$ cat src/rtl/alul_operand_sequencer.sv
// alul_operand_sequencer: byte-serial opcode/A/B front end that wraps the combinational 8-bit logic unit in a valid/ready transaction.
// Optional macro ALUL_CHAIN_EN: opcode bit 2 reuses the last result as operand A (accumulator chaining).
module alul_operand_sequencer #(
    parameter int WIDTH = 8,
    parameter int CNT_W = 8
) (
    input  logic             clk,
    input  logic             rst,
    input  logic             in_valid,
    output logic             in_ready,
    input  logic [WIDTH-1:0] in_data,
    output logic [WIDTH-1:0] alu_a,
    output logic [WIDTH-1:0] alu_b,
    output logic [1:0]       alu_sel,
    input  logic [WIDTH-1:0] alu_out,
    output logic             res_valid,
    input  logic             res_ready,
    output logic [WIDTH-1:0] res_data,
    output logic             busy,
    output logic [CNT_W-1:0] txn_count
);
    typedef enum logic [2:0] {GET_OP, GET_A, GET_B, EXEC, RESP} state_t;
    state_t           r_state;
    logic [WIDTH-1:0] r_a, r_b, r_res;
    logic [1:0]       r_sel;
    logic             r_valid, r_in_ready, r_busy;
    logic [CNT_W-1:0] r_cnt;
    logic             w_in_xfer, w_res_xfer;
    assign w_in_xfer  = in_valid && r_in_ready;
    assign w_res_xfer = r_valid && res_ready;
    always_ff @(posedge clk) begin
        if (rst) begin
            r_state    <= GET_OP;
            r_a        <= '0;
            r_b        <= '0;
            r_res      <= '0;
            r_sel      <= 2'b00;
            r_valid    <= 1'b0;
            r_in_ready <= 1'b1;
            r_busy     <= 1'b0;
            r_cnt      <= '0;
        end else begin
            case (r_state)
                GET_OP: if (w_in_xfer) begin
                    r_sel  <= in_data[1:0];
                    r_busy <= 1'b1;
`ifdef ALUL_CHAIN_EN
                    if (in_data[2]) begin
                        r_a <= r_res;
                        if (in_data[1:0] == 2'b11) begin
                            r_b        <= '0;
                            r_in_ready <= 1'b0;
                            r_state    <= EXEC;
                        end else begin
                            r_state <= GET_B;
                        end
                    end else begin
                        r_state <= GET_A;
                    end
`else
                    r_state <= GET_A;
`endif
                end
                GET_A: if (w_in_xfer) begin
                    r_a <= in_data;
                    // NOT A has no B byte; B is zeroed so the unit sees a defined operand
                    if (r_sel == 2'b11) begin
                        r_b        <= '0;
                        r_in_ready <= 1'b0;
                        r_state    <= EXEC;
                    end else begin
                        r_state <= GET_B;
                    end
                end
                GET_B: if (w_in_xfer) begin
                    r_b        <= in_data;
                    r_in_ready <= 1'b0;
                    r_state    <= EXEC;
                end
                EXEC: begin
                    r_res   <= alu_out;
                    r_valid <= 1'b1;
                    r_state <= RESP;
                end
                RESP: if (w_res_xfer) begin
                    r_valid    <= 1'b0;
                    r_cnt      <= r_cnt + CNT_W'(1);
                    r_in_ready <= 1'b1;
                    r_busy     <= 1'b0;
                    r_state    <= GET_OP;
                end
                default: begin
                    r_state    <= GET_OP;
                    r_valid    <= 1'b0;
                    r_in_ready <= 1'b1;
                    r_busy     <= 1'b0;
                end
            endcase
        end
    end
    assign in_ready  = r_in_ready;
    assign alu_a     = r_a;
    assign alu_b     = r_b;
    assign alu_sel   = r_sel;
    assign res_valid = r_valid;
    assign res_data  = r_res;
    assign busy      = r_busy;
    assign txn_count = r_cnt;
endmodule
$ cat config.mk
export PLATFORM = sky130hd
export DESIGN_NAME = alul_operand_sequencer
export DESIGN_NICKNAME = d
export VERILOG_FILES = /design/src/rtl/alul_operand_sequencer.sv
export SDC_FILE = /design/constraint.sdc
export NUM_CORES = 1
export LEC_CHECK = 0
export ABC_AREA = 1
export CAP_MARGIN = 20
export CORE_MARGIN = 2
export CORE_UTILIZATION = 45
export CTS_BUF_LIST = sky130_fd_sc_hd__clkbuf_4 sky130_fd_sc_hd__clkbuf_8
export DETAILED_ROUTE_END_ITERATION = 8
export PLACE_DENSITY = 0.79
export SYNTH_ARGS = -nofsm -noshare
export SYNTH_HDL_FRONTEND = slang
export SYNTH_SLANG_ARGS = --single-unit
$ cat constraint.sdc
create_clock -name clk -period 1.9 [get_ports clk]
set_input_delay 0.38 -clock clk [delete_from_list [all_inputs] [get_ports clk]]
set_output_delay 0.38 -clock clk [all_outputs]
set_load 0.01 [all_outputs]
==> flow_summary.yaml, run 1 <==
outcome:
  status: "complete, no violations"
job:
  max-cap-violations: 0
placement:
  port_buffers: 56
  gp_congestion: 0.823
  dp_cells: 327
  dpl.hpwl_mm: 2.89
routing:
  postRouteAntennaNets: 0
  via_count: 1604
  drt_pass1_iterations: 4
  via_per_inst: 4.79
  wirelength_mm: 3.95
  wl_per_cell_microns: 11.8
  remaining_drc_errors: 0
  drt-initial-drc-count: 110
timing:
  tightest_slew_ps: 378
  period_needed_ps: 1620
  rsz0062_at_grt: "false"
  clock.fmax_ghz: 0.617
  finalCritPeriodShare_pct: 85.3
  maxSlewViolCount: 0
  slew-limit-headroom_pct: 74.7
  hold_viol: 0
  skew_ps: 4.73
  setup_viol: 0
  holdWs_ps: 462
  finalSetupTns_ps: 0
worst_hold_path:
  hold_class: "reg -> reg"
setup_path:
  crit_type: "reg -> out"
  cp_slowest_cell: "clkdlybuf4s50_1"
  path_buf_inv: 1
  max_stage_delay_ps: 570
  arrival_ps: 1240
  required_ps: 1520
  end_kind: "output port"
  start_kind: "register"
  critical-path-top-delay-family: "buffers and inverters"
  crit_fanout: 5
  path_cells: "clkdlybuf4s50_1"
synth:
  syn_nets: 245
  ys_top_cells_by_area: "dfxtp_1 48%, nand2_1 10%, nor2_1 9.0%"
  synth_top_area_share_pct: 48.2
  synth.avg_cell_area_sq_um: 7.41
  synth.distinct_cells: 24
  synth_area_sq_mm: 0.00166
  yosysTopAreaCell: "dfxtp_1"
  yosysSeqAreaShare_pct: 48.2
  yosys_warnings: 0
  netlist_instances: 224
  ys_ff_latch: 40
floorplan:
  dieArea_sq_mm: 0.00419
  die_h_microns: 64.7
  fp.dieW_microns: 64.7
  initial_core_util_pct: 46.0
  rows: 22
  core_sq_mm: 0.00361
  io_pins: 57
grt:
  antenna_found_initial: 0
  grt_use_met2_pct: 31.3
  grt_max_degree: 18
  grt.total_usage_pct: 21.2
  grt_first_pass_wirelength_mm: 6.76
  grt_pass1_vias: 1495
  top_usage_layer: "met2"
  use_met3_pct: 7.81
  grt_overflow_total: 0
  met1_usage_pct: 26.7
clock_tree:
  cts_inserted_buffers: 5
  insertion_delay_ps: 280
  clock_path_buffers: 2
  cts_resized: 0
  root_buffer: "clkbuf_8"
  cts_sinks: 40
  cts_tree: "done"
  post-cts-setup-buffers: 0
  postCtsHoldBufs: 0
  h-tree-depth: 2
  clk_pin_slew_ps: 70
layout:
  layout-drive-gt1-share_pct: 8.01
  diodes: 0
  area_delta_synth_final_pct: 43.5
  fin_nets: 307
  stdcell_count: 335
power_and_ir_drop:
  powerDensity_mw_per_mm2: 1010
  ir_drop_v: 0.000703
  p_leak_nw: 0.938
-- registers in the layout, summed over array words and instances (netlist names) --
signal	flops
r_state	3
in_ready	1
txn_count	8
res_valid	1
res_data	8
alu_a	8
alu_b	8
busy	1
alu_sel	2
-- area by class of cell --
class                      instances  area [sq um]
timing repair buffer              61           598
fill                             334          1220
tap                               48          60.1
multi-input combinational        157           747
inverter                          21          78.8
sequential                        40           801
clock buffer                       8          97.6
-- synthesized netlist by cell type --
master / instances
nand4_1: 2
nor3b_1: 1
a21oi_2: 1
buf_1: 1
nand3_2: 2
a21oi_1: 20
nand3_1: 13
nor3_1: 2
nor2_2: 1
inv_1: 19
o21a_1: 1
buf_6: 1
nor2_4: 2
nand2_2: 1
nand3_4: 2
nor2_1: 40
ha_1: 1
clkbuf_1: 3
clkinv_1: 1
nand2_1: 46
buf_4: 1
o21ai_0: 22
dfxtp_1: 40
inv_2: 1
-- path summary, 6_finish.rpt --
path	startpoint	to	slack, ps	depth (start not counted)
max	txn_count[3]	txn_count[3]	280	1
min	alu_sel[0]	alu_sel[0]	460	2
max reg2reg	r_state[2]	res_valid	410	4
min reg2reg	alu_sel[0]	alu_sel[0]	460	2
-- kinds of logic (layout without fill, tap and decap cells) --
group	Yosys count	in the layout	synth area share [%]
AO/OA/AOI/OAI	44	44	13.6
adder cells (fa/ha/maj)	1	1	0.753
AND/OR/NAND/NOR	112	112	30.6
buffers and inverters	27	90	6.78
flip-flops	40	40	48.2
-- cell usage in the layout, fill, tap and decap left out --
| master | count |
|---|---|
| o21a_1 | 1 |
| nor2_2 | 1 |
| nand3_4 | 2 |
| nor3_1 | 2 |
| nand2_2 | 1 |
| o21ai_0 | 22 |
| clkbuf_8 | 6 |
| clkinv_1 | 1 |
| inv_2 | 1 |
| nand3_2 | 2 |
| inv_1 | 19 |
| clkbuf_4 | 2 |
| nor3b_1 | 1 |
| a21oi_2 | 1 |
| nand2_1 | 46 |
| nor2_4 | 2 |
| nand4_1 | 2 |
| nand3_1 | 13 |
| nor2_1 | 40 |
| dfxtp_1 | 40 |
| a21oi_1 | 20 |
| clkdlybuf4s50_1 | 56 |
| buf_4 | 5 |
| ha_1 | 1 |
-- through the flow --
step	power [W]	util (%)	worst slack (ps)	instance area, sq um
CTS	0.00243	66.1	271	2380
global placement	0.00183	63.4	182	2280
detailed placement	0.00184	63.4	139	2280
finish	0.00242	66.1	279	2380
global route	0.00258	66.1	235	2380
floorplan	0.00150	-	687	1660
-- report_power, final --
group	leakage (nW)	total [W]	internal, W	switching (W)
sequential	0.324	0.00104	0.000950	0.0000888
clock	0.0523	0.000595	0.000325	0.000270
combinational	0.561	0.000784	0.000367	0.000417
total	0.938	0.00242	0.00164	0.000776
-- layer usage --
| metal | vias to the layer above | share of wire [%] |
|---|---|---|
| met3 | 6 | 6.3 |
| met2 | 49 | 47 |
| met4 | 0 | 1.6 |
| met1 | 706 | 45 |
| met5 | - | 0 |
| li1 | 843 | - |
(Power assumes the default switching activity.)
==> run 2, diff against run 1 <==
==> constraint.sdc (replaced) <==
create_clock -name clk -period 1.5 [get_ports clk]
set_input_delay 0.3 -clock clk [delete_from_list [all_inputs] [get_ports clk]]
set_output_delay 0.3 -clock clk [all_outputs]
set_load 0.01 [all_outputs]
==> run 2 against run 1 <==
Compared with the run above:
- first-iteration DRC count is 43% lower
- power is 25% higher
- sequential share of layout area is 1.2 points lower
- sequential cell count stayed put
- final cell count is 1.2% higher
- non-clock buffer count is 4 higher
- utilization is 2.5 points higher
- clock skew is 2.7 ps higher
- via count is 0.62% higher
- setup slack worse by 240 ps
- sequential power is 26% higher
- critical path type unchanged
==> flow_summary.yaml, run 2 (synthesis gave the netlist of run 1 again) <==
routing:
  drt_pass1_iterations: 4
  postRouteAntennaNets: 0
  wl_per_cell_microns: 11.2
  via_count: 1614
  remaining_drc_errors: 0
  drt-initial-drc-count: 63
  via_per_inst: 4.76
  wirelength_mm: 3.80
setup_path:
  critical-path-top-delay-family: "buffers and inverters"
  r2r_end: "alu_a[1]"
  path_buf_inv: 1
  crit_type: "reg -> out"
  arrival_ps: 1160
  reg2reg_slack_ps: 210
  max_stage_delay_ps: 540
  required_ps: 1200
  cp-startpoint: "alu_a[7]"
  cp_num_cells: 1
  end_kind: "output port"
  path_cells: "clkdlybuf4s50_1"
  crit_path_end: "alu_a[7]"
  reg2reg_depth: 6
  start_kind: "register"
  r2r-start: "r_state[1]"
  crit_fanout: 2
  cp_slowest_cell: "clkdlybuf4s50_1"
job:
  max-cap-violations: 0
placement:
  gp_congestion: 0.897
  dpl.hpwl_mm: 2.76
  port_buffers: 56
  pre_cts_slack_ps: -37.1
floorplan:
  rows: 22
  dieArea_sq_mm: 0.00419
  fp.dieW_microns: 64.7
  die_h_microns: 64.7
  core_sq_mm: 0.00361
  io_pins: 57
  initial_core_util_pct: 46.0
layout:
  fillers: 299
  layout_commonest_cell: "nand2_1"
  layout-drive-gt1-share_pct: 9.97
  diodes: 0
  final_cell_mix: "46 x nand2_1, 40 x nor2_1, 40 x dfxtp_1, 29 x clkdlybuf4s50_1, 22 x o21ai_0"
  area_delta_synth_final_pct: 48.8
  final_util_pct: 68.5
  fin_nets: 311
grt:
  antenna_found_initial: 0
  grt_max_degree: 24
  grt_overflow_total: 0
  grt_first_pass_wirelength_mm: 6.33
  grt_pass1_vias: 1470
  grt.total_usage_pct: 19.5
worst_hold_path:
  hold_class: "reg -> reg"
timing:
  hold_viol: 0
  tightest_slew_ps: 318
  maxSlewViolCount: 0
  slew-limit-headroom_pct: 78.8
  setup_viol: 0
  skew_ps: 7.40
  setup_ws_ps: 35.8
  period_needed_ps: 1460
  rsz0062_at_grt: "false"
  holdWs_ps: 458
  finalCritPeriodShare_pct: 97.6
  clock.fmax_ghz: 0.683
power_and_ir_drop:
  power_frac_seq_pct: 43.3
  p_leak_nw: 1.29
  switchingPower_w: 0.00100
  powerDensity_mw_per_mm2: 1230
  p_comb_share_pct: 32.6
  p_int_w: 0.00203
  switching_share_pct: 33.0
  clockPowerShare_pct: 24.1
  ir_drop_v: 0.000952
clock_tree:
  clock_path_buffers: 2
  cts_inserted_buffers: 5
  cts_tree: "done"
  cts_sinks: 40
  root_buffer: "clkbuf_8"
  clk_pin_slew_ps: 70
  h-tree-depth: 2
  post-cts-setup-buffers: 0
  insertion_delay_ps: 290
outcome:
  status: "complete, no violations"
-- run 2: cell count changes in the layout (fill, tap and decap cells not counted), moves of 2 or more --
cell,change
clkdlybuf4s50_1,-27
dlymetal6s2s_1,+17
dlygate4sd2_1,+10
buf_12,+2
buf_4,+2
clkbuf_4,-2
clkinv_2,+2
-- run 2: routing by layer --
layer | vias up | share of wire, % | track usage, %
li1 | 853 | - | -
met1 | 717 | 46 | 24.5
met2 | 38 | 47 | 30.9
met3 | 6 | 5.2 | 6.08
met4 | 0 | 1.6 | 7.98
met5 | - | 0 | 0
-- run 2: worst min-delay path by stage --
stage | start | to | slack, ps | cells past startpoint
final | in_ready | in_ready | 460 | 2
after global placement | alu_sel[0] | alu_sel[0] | 450 | 2
after floorplan | in_data[0] | alu_a[0] | 430 | 2
after global routing | alu_sel[0] | alu_sel[0] | 480 | 2
after CTS | in_ready | in_ready | 460 | 2
after detailed placement | in_ready | in_ready | 450 | 2
-- run 2: final cells by class --
class                      count  area, sq um  area share [%]
inverter                      21         82.6            3.34
sequential                    40          801            32.4
multi-input combinational    157          752            30.4
clock buffer                   6         82.6            3.34
tap                           48         60.1            2.43
timing repair buffer          65          683            27.6
clock inverter                 2         10.0           0.405
-- run 2: per-stage QoR --
step	power, W	setup TNS (ps)	area [sq um]	cells
after floorplan	0.00190	0	1660	224
after global placement	0.00234	0	2340	331
after detailed placement	0.00235	-185	2340	331
after CTS	0.00308	0	2420	339
after global routing	0.00323	0	2470	339
final	0.00303	0	2470	339
-- run 2: repair_timing --
action                                  CTS  global route
gates resized for setup                  10            19
endpoints found under the setup margin   10            21
hold buffers                              0             0
-- run 2: power by group through the flow --
stage,clock network (W),logic [W],registers (W)
finish,0.000730,0.000989,0.00131
global route,0.000795,0.00110,0.00133
CTS,0.000750,0.00101,0.00132
detailed placement,0,0.00101,0.00134
global placement,0,0.00100,0.00134
floorplan,0,0.000518,0.00138
==> run 3, diff against run 2 <==
--- a/config.mk
+++ b/config.mk
@@ -5,7 +5,6 @@
 export SDC_FILE = /design/constraint.sdc
 export NUM_CORES = 1
 export LEC_CHECK = 0
-export ABC_AREA = 1
 export CAP_MARGIN = 20
 export CORE_MARGIN = 2
 export CORE_UTILIZATION = 45
==> run 3 against run 2 <==
Compared with the run above:
- setup slack worse by 9.1 ps
- sequential cell count unchanged
- critical endpoint is now alu_b[4]
- global-route usage up 1.1 points
- final cell count down 11%
- first-iteration DRC count up 49%
- count of clock-buffer cells in the layout unchanged
- maximum frequency down 0.62%
- sequential share of layout area down 0.58 points
- hold slack better by 13 ps
- clock power up 0.8%
- critical path type unchanged
- utilization up 1.4 points
- register-to-register slack worse by 80 ps
==> flow_summary.yaml, run 3 <==
clock_tree:
  cts_sinks: 40
  insertion_delay_ps: 300
  cts_inserted_buffers: 5
  post-cts-setup-buffers: 0
  clk_pin_slew_ps: 80
  clock_path_buffers: 2
  cts_resized: 20
  h-tree-depth: 2
  postCtsHoldBufs: 0
  cts_tree: "done"
  root_buffer: "clkbuf_8"
layout:
  layout-drive-gt1-share_pct: 15.3
  layout_commonest_cell: "dfxtp_1"
  final_cell_mix: "34 x dfxtp_1, 27 x clkdlybuf4s50_1, 20 x a21oi_1, 19 x buf_4, 16 x dlymetal6s2s_1"
  fin_nets: 275
  fillers: 295
  stdcell_count: 303
  seqCellArea_sq_um: 808
  final_util_pct: 69.9
  diodes: 0
  area_delta_synth_final_pct: 51.0
  multi_input_area_sq_um: 810
power_and_ir_drop:
  powerDensity_mw_per_mm2: 836
  ir_drop_v: 0.000579
  power_frac_seq_pct: 52.2
  switching_share_pct: 24.2
  clockPowerShare_pct: 34.7
  switchingPower_w: 0.000514
  p_int_w: 0.00161
  p_leak_nw: 1.28
  p_comb_share_pct: 13.1
synth:
  syn_nets: 204
  synth_compound_area_share_pct: 19.3
  ys_top_cells_by_area: "dfxtp_1 48%, a21oi_1 6.0%, mux2i_1 4.8%"
  synth.distinct_cells: 33
  synthAdderAreaFrac_pct: 0.744
  netlist_instances: 183
  synth_top_family_by_area: "simple AND/OR/NAND/NOR gates"
  synth.avg_cell_area_sq_um: 9.19
  synthMuxAreaShare_pct: 5.43
  synth_top_area_share_pct: 47.6
  ys_ff_latch: 40
  yosys.area_share.simple_pct: 22.3
  synth_edf_count: 0
  ys_top_cells_by_count: "40 x dfxtp_1, 20 x a21oi_1, 15 x o21ai_0"
  synthMostInstantiatedCell: "dfxtp_1"
  yosys_warnings: 0
  synth_ff_type: "dfxtp_1"
  yosysTopAreaCell: "dfxtp_1"
  yosysSeqAreaShare_pct: 47.6
  synth_xor_area_share_pct: 0
  async_flop_share_pct: 0
  synth_area_sq_mm: 0.00168
job:
  max-cap-violations: 0
timing:
  setup_ws_ps: 26.8
  finalSetupTns_ps: 0
  finalCritPeriodShare_pct: 98.2
  period_needed_ps: 1470
  holdWs_ps: 471
  tightest_slew_ps: 300
  clock.fmax_ghz: 0.679
  maxSlewViolCount: 0
  hold_viol: 0
  skew_ps: 8.35
  slew-limit-headroom_pct: 80.0
  setup_viol: 0
grt:
  grt_first_pass_wirelength_mm: 6.73
  grt_overflow_total: 0
  grt_max_degree: 16
  grt_pass1_vias: 1462
  grt.total_usage_pct: 20.6
  antenna_found_initial: 0
placement:
  dpl.hpwl_mm: 2.83
  port_buffers: 56
  dp_cells: 295
  gp_congestion: 0.769
  pre_cts_slack_ps: -334
setup_path:
  arrival_ps: 1170
  critical-path-top-delay-family: "buffers and inverters"
  end_kind: "output port"
  required_ps: 1200
  crit_type: "reg -> out"
  start_kind: "register"
  crit_fanout: 2
  cp_slowest_cell: "clkdlybuf4s50_1"
  path_cells: "clkdlybuf4s50_1"
  path_buf_inv: 1
  max_stage_delay_ps: 540
  cp-startpoint: "alu_b[4]"
  r2r-start: "r_state[1]"
floorplan:
  io_pins: 57
  dieArea_sq_mm: 0.00424
  fp.dieW_microns: 65.1
  initial_core_util_pct: 46.3
  core_sq_mm: 0.00363
  rows: 22
  die_h_microns: 65.1
routing:
  via_per_inst: 5.26
  drt-initial-drc-count: 94
  drt_pass1_iterations: 4
  via_count: 1593
  wirelength_mm: 3.96
  wl_per_cell_microns: 13.1
  remaining_drc_errors: 0
  postRouteAntennaNets: 0
worst_hold_path:
  hold_class: "reg -> reg"
  hp-start: "alu_b[7]"
outcome:
  status: "complete, no violations"
## run 3: layer usage
| metal | up-vias | part of all wire (%) | wire (microns) | track usage, % |
|---|---|---|---|---|
| li1 | 801 | - | - | - |
| met1 | 724 | 46 | 1800 | 27.2 |
| met2 | 62 | 46 | 1810 | 31.3 |
| met3 | 6 | 7.0 | 279 | 6.51 |
| met4 | 0 | 1.6 | 65 | 8.59 |
| met5 | - | 0 | 0 | 0 |
## run 3: cells by family after synthesis
logic type	after synthesis
simple gates	62
compound gates	53
flops	40
buf+inv	18
mux	9
fa+ha+maj	1
## run 3: worst min-delay path: stages, from the launching register on
cell       delay, ps
dfxtp_1          310
nand2b_1          60
o2bb2ai_1         60
## run 3: final timing paths
kind                                     end  slack [ps]  depth (start not counted)
worst max-delay path                alu_b[4]          30                          1
worst min-delay path                alu_b[7]         470                          2
worst max register to register  txn_count[7]         130                          3
worst min register to register      alu_b[7]         470                          2
## run 3: power groups by stage
| stage | Clock [W] | Sequential, W | Combinational (W) |
|---|---|---|---|
| finish | 0.000736 | 0.00111 | 0.000279 |
| global route | 0.000798 | 0.00111 | 0.000304 |
| CTS | 0.000758 | 0.00111 | 0.000283 |
| detailed placement | 0 | 0.00113 | 0.000286 |
| global placement | 0 | 0.00113 | 0.000283 |
| floorplan | 0 | 0.00114 | 0.000113 |
## run 3: stage by stage
step	power (W)	instance area, sq um
floorplan	0.00125	1680
global placement	0.00142	2410
detailed placement	0.00142	2410
CTS	0.00215	2500
global route	0.00221	2540
finish	0.00212	2540
## run 3: final cells by class
type	count	share of cell area [%]
multi-input cells	125	31.9
repair buffers	76	29.4
clock inverters	2	0.394
clock buffers	6	3.25
flip-flops and latches	40	31.8
well taps	48	2.36
inverters	6	0.887
